### src/rtl/wb_cmd_master_if.sv
// Command/response streams, Wishbone classic bus and interrupt lines of wb_cmd_master.
// The master modport is the wb_cmd_master view; slave is the command source / bus slave side.
interface wb_cmd_master_if #(
   parameter int ADDR_W = 32'd3,
   parameter int DATA_W = 32'd8
);
   logic              cmd_valid;
   logic              cmd_ready;
   logic              cmd_we;
   logic [ADDR_W-1:0] cmd_addr;
   logic [DATA_W-1:0] cmd_data;
   logic              rsp_valid;
   logic              rsp_ready;
   logic [DATA_W-1:0] rsp_data;
   logic              rsp_err;
   logic [ADDR_W-1:0] wb_adr_o;
   logic [DATA_W-1:0] wb_dat_o;
   logic [DATA_W-1:0] wb_dat_i;
   logic              wb_we_o;
   logic              wb_cyc_o;
   logic              wb_stb_o;
   logic              wb_ack_i;
   logic              wb_inta_i;
   logic              irq_o;
   logic              irq_pulse_o;

   modport master (
      input  cmd_valid, cmd_we, cmd_addr, cmd_data, rsp_ready, wb_dat_i, wb_ack_i, wb_inta_i,
      output cmd_ready, rsp_valid, rsp_data, rsp_err, wb_adr_o, wb_dat_o, wb_we_o,
             wb_cyc_o, wb_stb_o, irq_o, irq_pulse_o
   );

   modport slave (
      output cmd_valid, cmd_we, cmd_addr, cmd_data, rsp_ready, wb_dat_i, wb_ack_i, wb_inta_i,
      input  cmd_ready, rsp_valid, rsp_data, rsp_err, wb_adr_o, wb_dat_o, wb_we_o,
             wb_cyc_o, wb_stb_o, irq_o, irq_pulse_o
   );
endinterface

### src/rtl/wb_cmd_master.sv
// Wishbone classic master: queued read/write commands, one bus cycle and one in-order
// response per command, ack timeout, and a registered interrupt with rising-edge pulse.
module wb_cmd_master #(
   parameter int          ADDR_W     = 32'd3,
   parameter int          DATA_W     = 32'd8,
   parameter int          FIFO_DEPTH = 32'd4,
   parameter int unsigned TIMEOUT    = 32'd255
) (
   input  logic            clk,
   input  logic            rst,
   wb_cmd_master_if.master bus
);
   localparam int PTR_W = $clog2(FIFO_DEPTH);
   localparam int CNT_W = PTR_W + 1;
   localparam int ENT_W = 1 + ADDR_W + DATA_W;
   localparam int TMO_W = (TIMEOUT > 32'd1) ? $clog2(TIMEOUT) : 1;
   localparam logic [TMO_W-1:0] TMO_LAST = TMO_W'((TIMEOUT > 32'd0) ? (TIMEOUT - 32'd1) : 32'd0);
   localparam logic [CNT_W-1:0] CNT_FULL = CNT_W'(FIFO_DEPTH);

   typedef enum logic [1:0] {
      ST_IDLE = 2'd0,
      ST_BUS  = 2'd1,
      ST_RESP = 2'd2
   } state_t;

   logic [ENT_W-1:0]  fifo_mem_r [FIFO_DEPTH];
   logic [PTR_W-1:0]  wr_ptr_r;
   logic [PTR_W-1:0]  rd_ptr_r;
   logic [CNT_W-1:0]  count_r;
   logic [CNT_W-1:0]  count_next_s;
   logic              cmd_ready_r;
   logic              push_s;
   logic              pop_s;
   logic              empty_s;
   state_t            state_r;
   state_t            state_next_s;
   logic              ack_hit_s;
   logic              tmo_hit_s;
   logic [TMO_W-1:0]  tmo_cnt_r;
   logic [ADDR_W-1:0] adr_r;
   logic [DATA_W-1:0] dat_r;
   logic              we_r;
   logic              cyc_r;
   logic              rsp_valid_r;
   logic [DATA_W-1:0] rsp_data_r;
   logic              rsp_err_r;
   logic              irq_r;
   logic              irq_pulse_r;

   // cmd_ready is registered, so a pop in a full cycle cannot let a push through.
   assign push_s  = bus.cmd_valid & cmd_ready_r;
   assign empty_s = (count_r == {CNT_W{1'b0}});

   // FIFO occupancy after this edge's push/pop.
   always_comb begin
      case ({push_s, pop_s})
         2'b10:   count_next_s = count_r + CNT_W'(1'b1);
         2'b01:   count_next_s = count_r - CNT_W'(1'b1);
         default: count_next_s = count_r;
      endcase
   end

   // Command storage; entries are qualified by the pointers, so no reset is needed.
   always_ff @(posedge clk) begin
      if (push_s) begin
         fifo_mem_r[wr_ptr_r] <= {bus.cmd_we, bus.cmd_addr, bus.cmd_data};
      end
   end

   // FIFO pointers, occupancy and the registered ready flag.
   always_ff @(posedge clk) begin
      if (rst) begin
         wr_ptr_r    <= {PTR_W{1'b0}};
         rd_ptr_r    <= {PTR_W{1'b0}};
         count_r     <= {CNT_W{1'b0}};
         cmd_ready_r <= 1'b0;
      end else begin
         if (push_s) begin
            wr_ptr_r <= wr_ptr_r + PTR_W'(1'b1);
         end
         if (pop_s) begin
            rd_ptr_r <= rd_ptr_r + PTR_W'(1'b1);
         end
         count_r     <= count_next_s;
         cmd_ready_r <= (count_next_s != CNT_FULL);
      end
   end

   // Next-state, FIFO pop and bus-termination decode; ack takes priority over timeout.
   always_comb begin
      state_next_s = state_r;
      pop_s        = 1'b0;
      ack_hit_s    = 1'b0;
      tmo_hit_s    = 1'b0;
      case (state_r)
         ST_IDLE: begin
            if (!empty_s) begin
               pop_s        = 1'b1;
               state_next_s = ST_BUS;
            end else begin
               state_next_s = ST_IDLE;
            end
         end
         ST_BUS: begin
            if (bus.wb_ack_i) begin
               ack_hit_s    = 1'b1;
               state_next_s = ST_RESP;
            end else if ((TIMEOUT != 32'd0) && (tmo_cnt_r == TMO_LAST)) begin
               tmo_hit_s    = 1'b1;
               state_next_s = ST_RESP;
            end else begin
               state_next_s = ST_BUS;
            end
         end
         ST_RESP: begin
            if (bus.rsp_ready && !empty_s) begin
               pop_s        = 1'b1;
               state_next_s = ST_BUS;
            end else if (bus.rsp_ready) begin
               state_next_s = ST_IDLE;
            end else begin
               state_next_s = ST_RESP;
            end
         end
         default: begin
            state_next_s = ST_IDLE;
         end
      endcase
   end

   // State register, bus/response output registers and ack-wait counter.
   always_ff @(posedge clk) begin
      if (rst) begin
         state_r     <= ST_IDLE;
         cyc_r       <= 1'b0;
         rsp_valid_r <= 1'b0;
         adr_r       <= {ADDR_W{1'b0}};
         dat_r       <= {DATA_W{1'b0}};
         we_r        <= 1'b0;
         tmo_cnt_r   <= {TMO_W{1'b0}};
         rsp_data_r  <= {DATA_W{1'b0}};
         rsp_err_r   <= 1'b0;
      end else begin
         state_r     <= state_next_s;
         cyc_r       <= (state_next_s == ST_BUS);
         rsp_valid_r <= (state_next_s == ST_RESP);
         if (pop_s) begin
            {we_r, adr_r, dat_r} <= fifo_mem_r[rd_ptr_r];
            tmo_cnt_r            <= {TMO_W{1'b0}};
         end else if (state_r == ST_BUS) begin
            tmo_cnt_r <= tmo_cnt_r + TMO_W'(1'b1);
         end
         if (ack_hit_s) begin
            rsp_data_r <= we_r ? {DATA_W{1'b0}} : bus.wb_dat_i;
            rsp_err_r  <= 1'b0;
         end else if (tmo_hit_s) begin
            rsp_data_r <= {DATA_W{1'b0}};
            rsp_err_r  <= 1'b1;
         end
      end
   end

   // Interrupt level register and its rising-edge pulse, independent of the FSM.
   always_ff @(posedge clk) begin
      if (rst) begin
         irq_r       <= 1'b0;
         irq_pulse_r <= 1'b0;
      end else begin
         irq_r       <= bus.wb_inta_i;
         irq_pulse_r <= bus.wb_inta_i & ~irq_r;
      end
   end

   assign bus.cmd_ready   = cmd_ready_r;
   assign bus.rsp_valid   = rsp_valid_r;
   assign bus.rsp_data    = rsp_data_r;
   assign bus.rsp_err     = rsp_err_r;
   assign bus.wb_adr_o    = adr_r;
   assign bus.wb_dat_o    = dat_r;
   assign bus.wb_we_o     = we_r;
   assign bus.wb_cyc_o    = cyc_r;
   assign bus.wb_stb_o    = cyc_r;
   assign bus.irq_o       = irq_r;
   assign bus.irq_pulse_o = irq_pulse_r;
endmodule

### src/flat_wrapper.sv
// flat-port wrapper written by rule: the top's interface ports become plain ports
module wb_cmd_master_flat 
#(
   parameter int          ADDR_W     = 32'd3,
   parameter int          DATA_W     = 32'd8,
   parameter int          FIFO_DEPTH = 32'd4,
   parameter int unsigned TIMEOUT    = 32'd255
)
  (clk, rst, bus_cmd_valid, bus_cmd_we, bus_cmd_addr, bus_cmd_data, bus_rsp_ready, bus_wb_dat_i, bus_wb_ack_i, bus_wb_inta_i, bus_cmd_ready, bus_rsp_valid, bus_rsp_data, bus_rsp_err, bus_wb_adr_o, bus_wb_dat_o, bus_wb_we_o, bus_wb_cyc_o, bus_wb_stb_o, bus_irq_o, bus_irq_pulse_o);
  wb_cmd_master_if #(.ADDR_W(ADDR_W), .DATA_W(DATA_W)) bus_i ();
  input  logic clk;
  input  logic rst;
  input wire logic [$bits(bus_i.cmd_valid)-1:0] bus_cmd_valid;
  input wire logic [$bits(bus_i.cmd_we)-1:0] bus_cmd_we;
  input wire logic [$bits(bus_i.cmd_addr)-1:0] bus_cmd_addr;
  input wire logic [$bits(bus_i.cmd_data)-1:0] bus_cmd_data;
  input wire logic [$bits(bus_i.rsp_ready)-1:0] bus_rsp_ready;
  input wire logic [$bits(bus_i.wb_dat_i)-1:0] bus_wb_dat_i;
  input wire logic [$bits(bus_i.wb_ack_i)-1:0] bus_wb_ack_i;
  input wire logic [$bits(bus_i.wb_inta_i)-1:0] bus_wb_inta_i;
  output wire logic [$bits(bus_i.cmd_ready)-1:0] bus_cmd_ready;
  output wire logic [$bits(bus_i.rsp_valid)-1:0] bus_rsp_valid;
  output wire logic [$bits(bus_i.rsp_data)-1:0] bus_rsp_data;
  output wire logic [$bits(bus_i.rsp_err)-1:0] bus_rsp_err;
  output wire logic [$bits(bus_i.wb_adr_o)-1:0] bus_wb_adr_o;
  output wire logic [$bits(bus_i.wb_dat_o)-1:0] bus_wb_dat_o;
  output wire logic [$bits(bus_i.wb_we_o)-1:0] bus_wb_we_o;
  output wire logic [$bits(bus_i.wb_cyc_o)-1:0] bus_wb_cyc_o;
  output wire logic [$bits(bus_i.wb_stb_o)-1:0] bus_wb_stb_o;
  output wire logic [$bits(bus_i.irq_o)-1:0] bus_irq_o;
  output wire logic [$bits(bus_i.irq_pulse_o)-1:0] bus_irq_pulse_o;
  assign bus_i.cmd_valid = bus_cmd_valid;
  assign bus_i.cmd_we = bus_cmd_we;
  assign bus_i.cmd_addr = bus_cmd_addr;
  assign bus_i.cmd_data = bus_cmd_data;
  assign bus_i.rsp_ready = bus_rsp_ready;
  assign bus_i.wb_dat_i = bus_wb_dat_i;
  assign bus_i.wb_ack_i = bus_wb_ack_i;
  assign bus_i.wb_inta_i = bus_wb_inta_i;
  assign bus_cmd_ready = bus_i.cmd_ready;
  assign bus_rsp_valid = bus_i.rsp_valid;
  assign bus_rsp_data = bus_i.rsp_data;
  assign bus_rsp_err = bus_i.rsp_err;
  assign bus_wb_adr_o = bus_i.wb_adr_o;
  assign bus_wb_dat_o = bus_i.wb_dat_o;
  assign bus_wb_we_o = bus_i.wb_we_o;
  assign bus_wb_cyc_o = bus_i.wb_cyc_o;
  assign bus_wb_stb_o = bus_i.wb_stb_o;
  assign bus_irq_o = bus_i.irq_o;
  assign bus_irq_pulse_o = bus_i.irq_pulse_o;
  wb_cmd_master #(.ADDR_W(ADDR_W), .DATA_W(DATA_W), .FIFO_DEPTH(FIFO_DEPTH), .TIMEOUT(TIMEOUT)) u_core (.clk(clk), .rst(rst), .bus(bus_i));
endmodule
### config.mk
export PLATFORM = sky130hd
export DESIGN_NAME = wb_cmd_master_flat
export DESIGN_NICKNAME = d
export VERILOG_FILES = /design/src/rtl/wb_cmd_master_if.sv /design/src/rtl/wb_cmd_master.sv /design/src/flat_wrapper.sv
export SDC_FILE = /design/constraint.sdc
export NUM_CORES = 1
export LEC_CHECK = 0
export BUFFER_PORTS_ARGS = -buffer_cell sky130_fd_sc_hd__buf_2
export CORE_MARGIN = 5
export CORE_UTILIZATION = 40
export CTS_BUF_LIST = sky130_fd_sc_hd__clkbuf_8 sky130_fd_sc_hd__clkbuf_16
export CTS_CLUSTER_SIZE = 14
export DETAILED_ROUTE_END_ITERATION = 8
export RECOVER_POWER = 50
export SLEW_MARGIN = 25
export SYNTH_ARGS = -nofsm -noshare
export SYNTH_HDL_FRONTEND = slang
export SYNTH_SLANG_ARGS = --single-unit
### constraint.sdc
create_clock -name clk -period 3.1 [get_ports clk]
set_input_delay 0.31 -clock clk [delete_from_list [all_inputs] [get_ports clk]]
set_output_delay 0.31 -clock clk [all_outputs]
set_load 0.01 [all_outputs]
# Word level (Yosys, flattened, before mapping)
# Memories as Yosys holds them, arrays and structs flattened. A register that Yosys moved wholly into a read port is not among the register bits.
# Index checks and enable logic that the tools add are counted.
# Widths: inputs -> output; s select.
[classes]
add_sub_neg = 5
multipliers = 0
n_div = 0
order_cmp = 0
eq_ne = 8
n_shift = 0
mux = 20
n_bitwise = 3
n_reduce_logical = 7
[ops]
columns = ["cell", "count"]
rows = [
  ["$mux 8", 3],
  ["$mux 1", 10],
  ["$add 8x1->8 const B", 1],
  ["$eq 8x8->1 const B", 1],
  ["$mux 2", 4],
  ["$eq 2x1->1 const B", 3],
  ["$eq 2x2->1 const B", 3],
  ["$pmux 2 s3", 1],
  ["$pmux 3 s2", 1],
  ["$add 2x1->2 const B", 2],
  ["$reduce_or 2->1", 2],
  ["$add 3x1->3 const B", 1],
  ["$logic_not 3->1", 1],
  ["$ne 3x3->1 const B", 1],
  ["$sub 3x1->3 const B", 1],
  ["$and 1x1->1", 2],
  ["$logic_not 2->1", 1],
  ["$pmux 1 s2", 1],
  ["$reduce_bool 2->1", 1],
  ["$logic_and 1x1->1", 1],
  ["$logic_not 1->1", 1],
  ["$not 1->1", 1],
]
[totals]
register_bits = 31
latch_bits = 0
ram_bits = 48
romBits = 0
input_bits = 26
out_inout_bits = 27
word_cells = 56
n_memories = 1
[memory_table]
columns = ["name", "depth", "width", "read_ports", "rd_clocked_by_memory_dff", "wr", "line", "source"]
rows = [
  ["u_core.fifo_mem_r", 4, 12, 1, 1, 1, "wb_cmd_master.sv:26", "logic [ENT_W-1:0] fifo_mem_r [FIFO_DEPTH];"],
]

# Longest topological paths before layout
[logic_depth]
word_depth = 8
depth_mapped = 10
ltp_nobuf = 9

# Worst setup path before layout
# OpenSTA, ideal clock, no wires.
[synth_path]
path_kind = "register to register"
start = "register u_core.count_r[0]"
end = "register u_core.cmd_ready_r, in the netlist u_core.bus.cmd_ready"
arrival_ns = 2.204
t_required_ns = 2.978
setup_slack_ns = 0.774
stages_incl_launch_ff = 11
synth_period_minus_slack_ns = 2.326
path_cell_list = "dfxtp_1 -> or3_1 -> clkbuf_1 -> nand3_1 -> inv_1 -> ha_1 -> inv_1 -> fa_1 -> xor2_1 -> or3_1 -> a311o_1"
[synth_via]
elab_chain_len = 8
elab_cells_between_ends = 12
cone_classes = "add/sub: 2; eq/ne: 3; mux: 4; reduce/logical: 3"
[synth_rtl]
columns = ["item", "line", "source"]
rows = [
  ["from (decl)", "wb_cmd_master.sv:29", "logic [CNT_W-1:0] count_r;"],
  ["from (signal assigned)", "wb_cmd_master.sv:75", "count_r <= {CNT_W{1'b0}};"],
  ["from (signal assigned)", "wb_cmd_master.sv:84", "count_r <= count_next_s;"],
  ["$logic_not 3->1 (*)", "wb_cmd_master.sv:52", "assign empty_s = (count_r == {CNT_W{1'b0}});"],
  ["$logic_not 1->1", "--", ""],
  ["$logic_and 1x1->1", "wb_cmd_master.sv:116", "if (bus.rsp_ready && !empty_s) begin"],
  ["$mux 1", "wb_cmd_master.sv:116", ""],
  ["$pmux 1 s2 (*)", "wb_cmd_master.sv:95", "case (state_r)"],
  ["named net u_core.pop_s", "wb_cmd_master.sv:33", "logic pop_s;"],
  ["$eq 2x1->1 / $eq 2x2->1 (equally long branches)", "wb_cmd_master.sv:56", "case ({push_s, pop_s})"],
  ["$pmux 3 s2 (*)", "wb_cmd_master.sv:56", ""],
  ["$ne 3x3->1 (*)", "wb_cmd_master.sv:85", "cmd_ready_r <= (count_next_s != CNT_FULL);"],
  ["to (signal assigned)", "wb_cmd_master.sv:85", ""],
  ["to (decl)", "wb_cmd_master.sv:31", "logic cmd_ready_r;"],
]
# The timed path passes the listed nets; every way through them passes the cells marked *.
# A chain may end at the register's enable or synchronous reset.

# Final worst setup path
# Ends and elaborated chain as after synthesis.

==> results.md <==
- Layout cell share with drive strength beyond 1: between 15 and 20%
- Routed wire length per instance: approximately 16 µm
- Switching share of power: 34.2%
- Met2 Usage GRT: between 20% and 30%
- Clock Latency Late Sink: between 0.3 and 0.4 ns
- Routability cong.: 0.730
- Chip width: 106 µm
- Largest stage delay on the critical path: 0.41 ns
- Final setup margin: 0.733 ns
- Core area: a little over 9000 µm²
- Achievable Freq: 423 MHz
- Global routing usage on met3: between 4 and 5%
- Maximum vdd drop: between 0.0003 and 0.0004 V
- Worst Path Arrival: 2.62 ns
- FFs w/ async S/R, synth: 0%
- Slowest CP cell: dfxtp_1
- DIE AREA: 11,200 µm²
- Reg-to-reg critical path endpoint: u_core.bus.cmd_ready
- Finish-stage setup viols: 0
- Gr usage total: 13.6%
- Hold WC Path Type: primary input to flip-flop
- Yosys cell types: 38
- Area delta synth->final: 13.0%
- Reg2Reg Setup Slack: 0.73 ns
- I/O Pins: 53
- Switching power: 1.15 mW
- Crit-path cells: or3_1 > nand3_1 > inv_1 > ha_1 > inv_1 > fa_1 > xor2_1 > or3_1 > a311o_1
- Routed WL: slightly above 7000 µm
- Sequential power share: 49.2%
- Logic pwr share: around 30%
- DRT antenna net count: 0
- Post-cts sizing count: 0
- Worst Path Required: between 3 and 4 ns
- Critical path peak fanout: 4
- Mapped Nets: 312
- Cells after DPL: 427
- Remaining DRCs: 0
- Largest net degree at the start of global routing: 33
- Post-DP HPWL: a little under 5000 µm
- Max Cap Violations: 0
- Clock root cell: clkbuf_8
- Clk pin slew, worst setup/hold paths: 0.09 ns
- GRT overflow: 0
- Post-synthesis instance area: 3680 µm²
- Chip Height: 106 µm
- Cts hold-fix bufs: 0
- Fin crit share: 76.3%
- Power Density: 811 nW/µm²
- Final hold vios: 0
- Setup bufs post-CTS: 0
- Ys Warns: 0
- Placement Setup Slack: 0.749 ns
- Inserted Clock Buffers: 9
- Nets@finish: 361
- Port bufs: 52
- R2R depth: 9
- Antenna violations before repair: 0
- RSZ-0062 raised after global routing: no
- Critical path origin: u_core.count_r[0]
- Min Clock Period, post-route: about 2.4 ns
- P_int: 2.22 mW
- EDFF count, synth: 48
- Syn_area_per_cell: 13.3 µm²
- Post-Synthesis Cells: 278
- WS Path Type: flip-flop to flip-flop
- Busiest grt layer: met2
- Initial Utilization: 40.5%
- DR vias: 2,408
- Startpoint Class: flip-flop
- Fill count: 881
- Clk_skew: 0.00893 ns
- TritonCTS clock tree: yes
- Met1 usage: 17.0%
- Slew @ Worst Pin: 1.48 ns
- Clock buffer depth: 2
- Top FF cell, synth: edfxtp_1
- Iter 0 DRT Violations: ~120
- Critical Path End: u_core.bus.cmd_ready
- #FFs+latches synth: 91
- Vias in the first global route: 2,433
- First-pass DRT Iterations: 4
- Ant diodes: 0
- Clock share of power: 21.3%
- H-tree level count: 3
- CTS sink cnt: 91
- Status: finished, final reports clean
- LEAKAGE: 1.39 nW
- Vias/cell: between 5 and 6
- Crit path capture type: flip-flop
- Final Max Tran Viols: 0
- # rows: 35
- Slew HR: about 1.5%
- Non-filler cells, final: between 400 and 500
- Register area share after synthesis: 62.5%
- RR Startpoint: u_core.count_r[0]
- Global-route wire length before repair: around 12,000 µm
- Setup TNS: 0 ns
==> per-stage QoR <==
stage / hold WS (ns) / utilization [%] / power [mW] / instance area, µm²
global placement: 0.399 / 44.4 / 2.70 / 4040
floorplan: 0.389 / - / 2.39 / 3680
finish: 0.196 / 45.7 / 3.38 / 4160
CTS: 0.137 / 46.3 / 3.45 / 4220
global route: 0.194 / 45.7 / 3.64 / 4160
detailed placement: 0.411 / 44.4 / 2.73 / 4040
==> cell families after synthesis <==
family / count (synthesis) / synth area share, %
flops: 91 / 62.5
compound gates: 74 / 13.3
simple gates: 55 / 8.73
buf+inv: 32 / 3.70
mux: 13 / 7.64
fa+ha+maj: 8 / 2.92
xor+xnor: 5 / 1.19
==> power by group through the flow <==
stage          Clock (mW)  Combinational, mW  Sequential, mW
4_1_cts             0.747               1.04            1.66
3_5_place_dp            0               1.04            1.69
3_3_place_gp            0               1.02            1.68
2_1_floorplan           0              0.723            1.67
5_1_grt             0.811               1.13            1.70
6_report            0.720              0.996            1.66
==> how the worst min path moves through the flow <==
stage	startpoint	end	slack (ns)	cells past startpoint
5_1_grt	bus_cmd_data[0]	u_core.fifo_mem_r[1][0]	0.19	1
2_1_floorplan	rst	u_core.bus.irq_o	0.39	1
4_1_cts	bus_cmd_data[3]	u_core.fifo_mem_r[2][3]	0.14	1
6_report	bus_cmd_data[3]	u_core.fifo_mem_r[2][3]	0.20	1
3_5_place_dp	u_core.bus.irq_o	u_core.bus.irq_pulse_o	0.41	1
3_3_place_gp	u_core.bus.irq_o	u_core.bus.irq_pulse_o	0.40	1
==> cell usage in the layout, fill, tap and decap left out, drive strengths merged <==
cell,n
clkbuf,50
edfxtp,48
dfxtp,43
a21oi,28
buf,18
o31ai,15
nand4,14
inv,14
mux4,12
o211ai,9
nor2,8
a22oi,8
ha,7
or3,6
nor2b,6
o21ai,6
nand3,4
nand2,4
and3,4
xnor2,3
o221a,3
clkinv,3
nand2b,2
a211oi,2
xor2,2
or4,2
a221oi,2
nor3,2
nor4bb,1
mux2,1
nand4b,1
nand3b,1
a311o,1
fa,1
==> registers in the layout (all words and copies together), names as in the netlist <==
signal                  flops
u_core.state_r              2
u_core.bus.irq_pulse_o      1
u_core.bus.wb_adr_o         3
u_core.bus.cmd_ready        1
u_core.bus.wb_dat_o         8
u_core.bus.irq_o            1
u_core.bus.wb_we_o          1
u_core.bus.wb_cyc_o         1
u_core.wr_ptr_r             2
u_core.count_r              3
u_core.tmo_cnt_r            8
u_core.bus.rsp_err          1
u_core.rd_ptr_r             2
u_core.bus.rsp_valid        1
u_core.bus.rsp_data         8
u_core.fifo_mem_r          48
==> Yosys cell counts (2+ instances only) <==
cell type  count  share of area (%)
ha_1           7                2.4
or4_1          2               0.41
o221a_2        3               0.92
nor2_1         8               0.81
a22oi_1        8                1.6
clkbuf_1      13                1.3
buf_1          2               0.20
o211ai_1       9                1.8
buf_2          4               0.54
nor2b_1        6                1.0
dfxtp_1       43                 23
o21ai_0        6               0.81
xor2_1         2               0.48
a211oi_1       2               0.41
mux4_2        12                7.3
xnor2_1        3               0.71
a221oi_1       2               0.48
and3_1         4               0.68
nand2b_1       2               0.34
inv_1         11                1.1
o31ai_1       14                2.9
nand3_1        4               0.54
edfxtp_1      48                 39
nand4_1       14                2.4
or3_1          6                1.0
nand2_1        4               0.41
a21oi_1       28                3.8
==> critical path: cells and delay by family (launching register included) <==
family,cells,cell delay [ns]
XOR/XNOR,1,0.16
AO/OA/AOI/OAI,1,0.36
adder cells (fa/ha/maj),2,0.56
flip-flops,1,0.41
AND/OR/NAND/NOR,3,0.63
buffers and inverters,2,0.15
==> final cells by class <==
class                      count  area, µm²  share of cell area [%]
clock buffer                   9        124                    2.98
clock inverter                 6       50.0                    1.20
inverter                      11       41.3                   0.992
multi-input combinational    155       1250                    29.9
sequential                    91       2300                    55.3
tap                          111        139                    3.34
timing repair buffer          59        259                    6.22
==> layer usage <==
metal	share of wire, %	vias up
met4	1.2	0
met5	0	-
li1	-	1177
met3	5.5	7
met2	48	60
met1	45	1164
(Power assumes the default switching activity.)
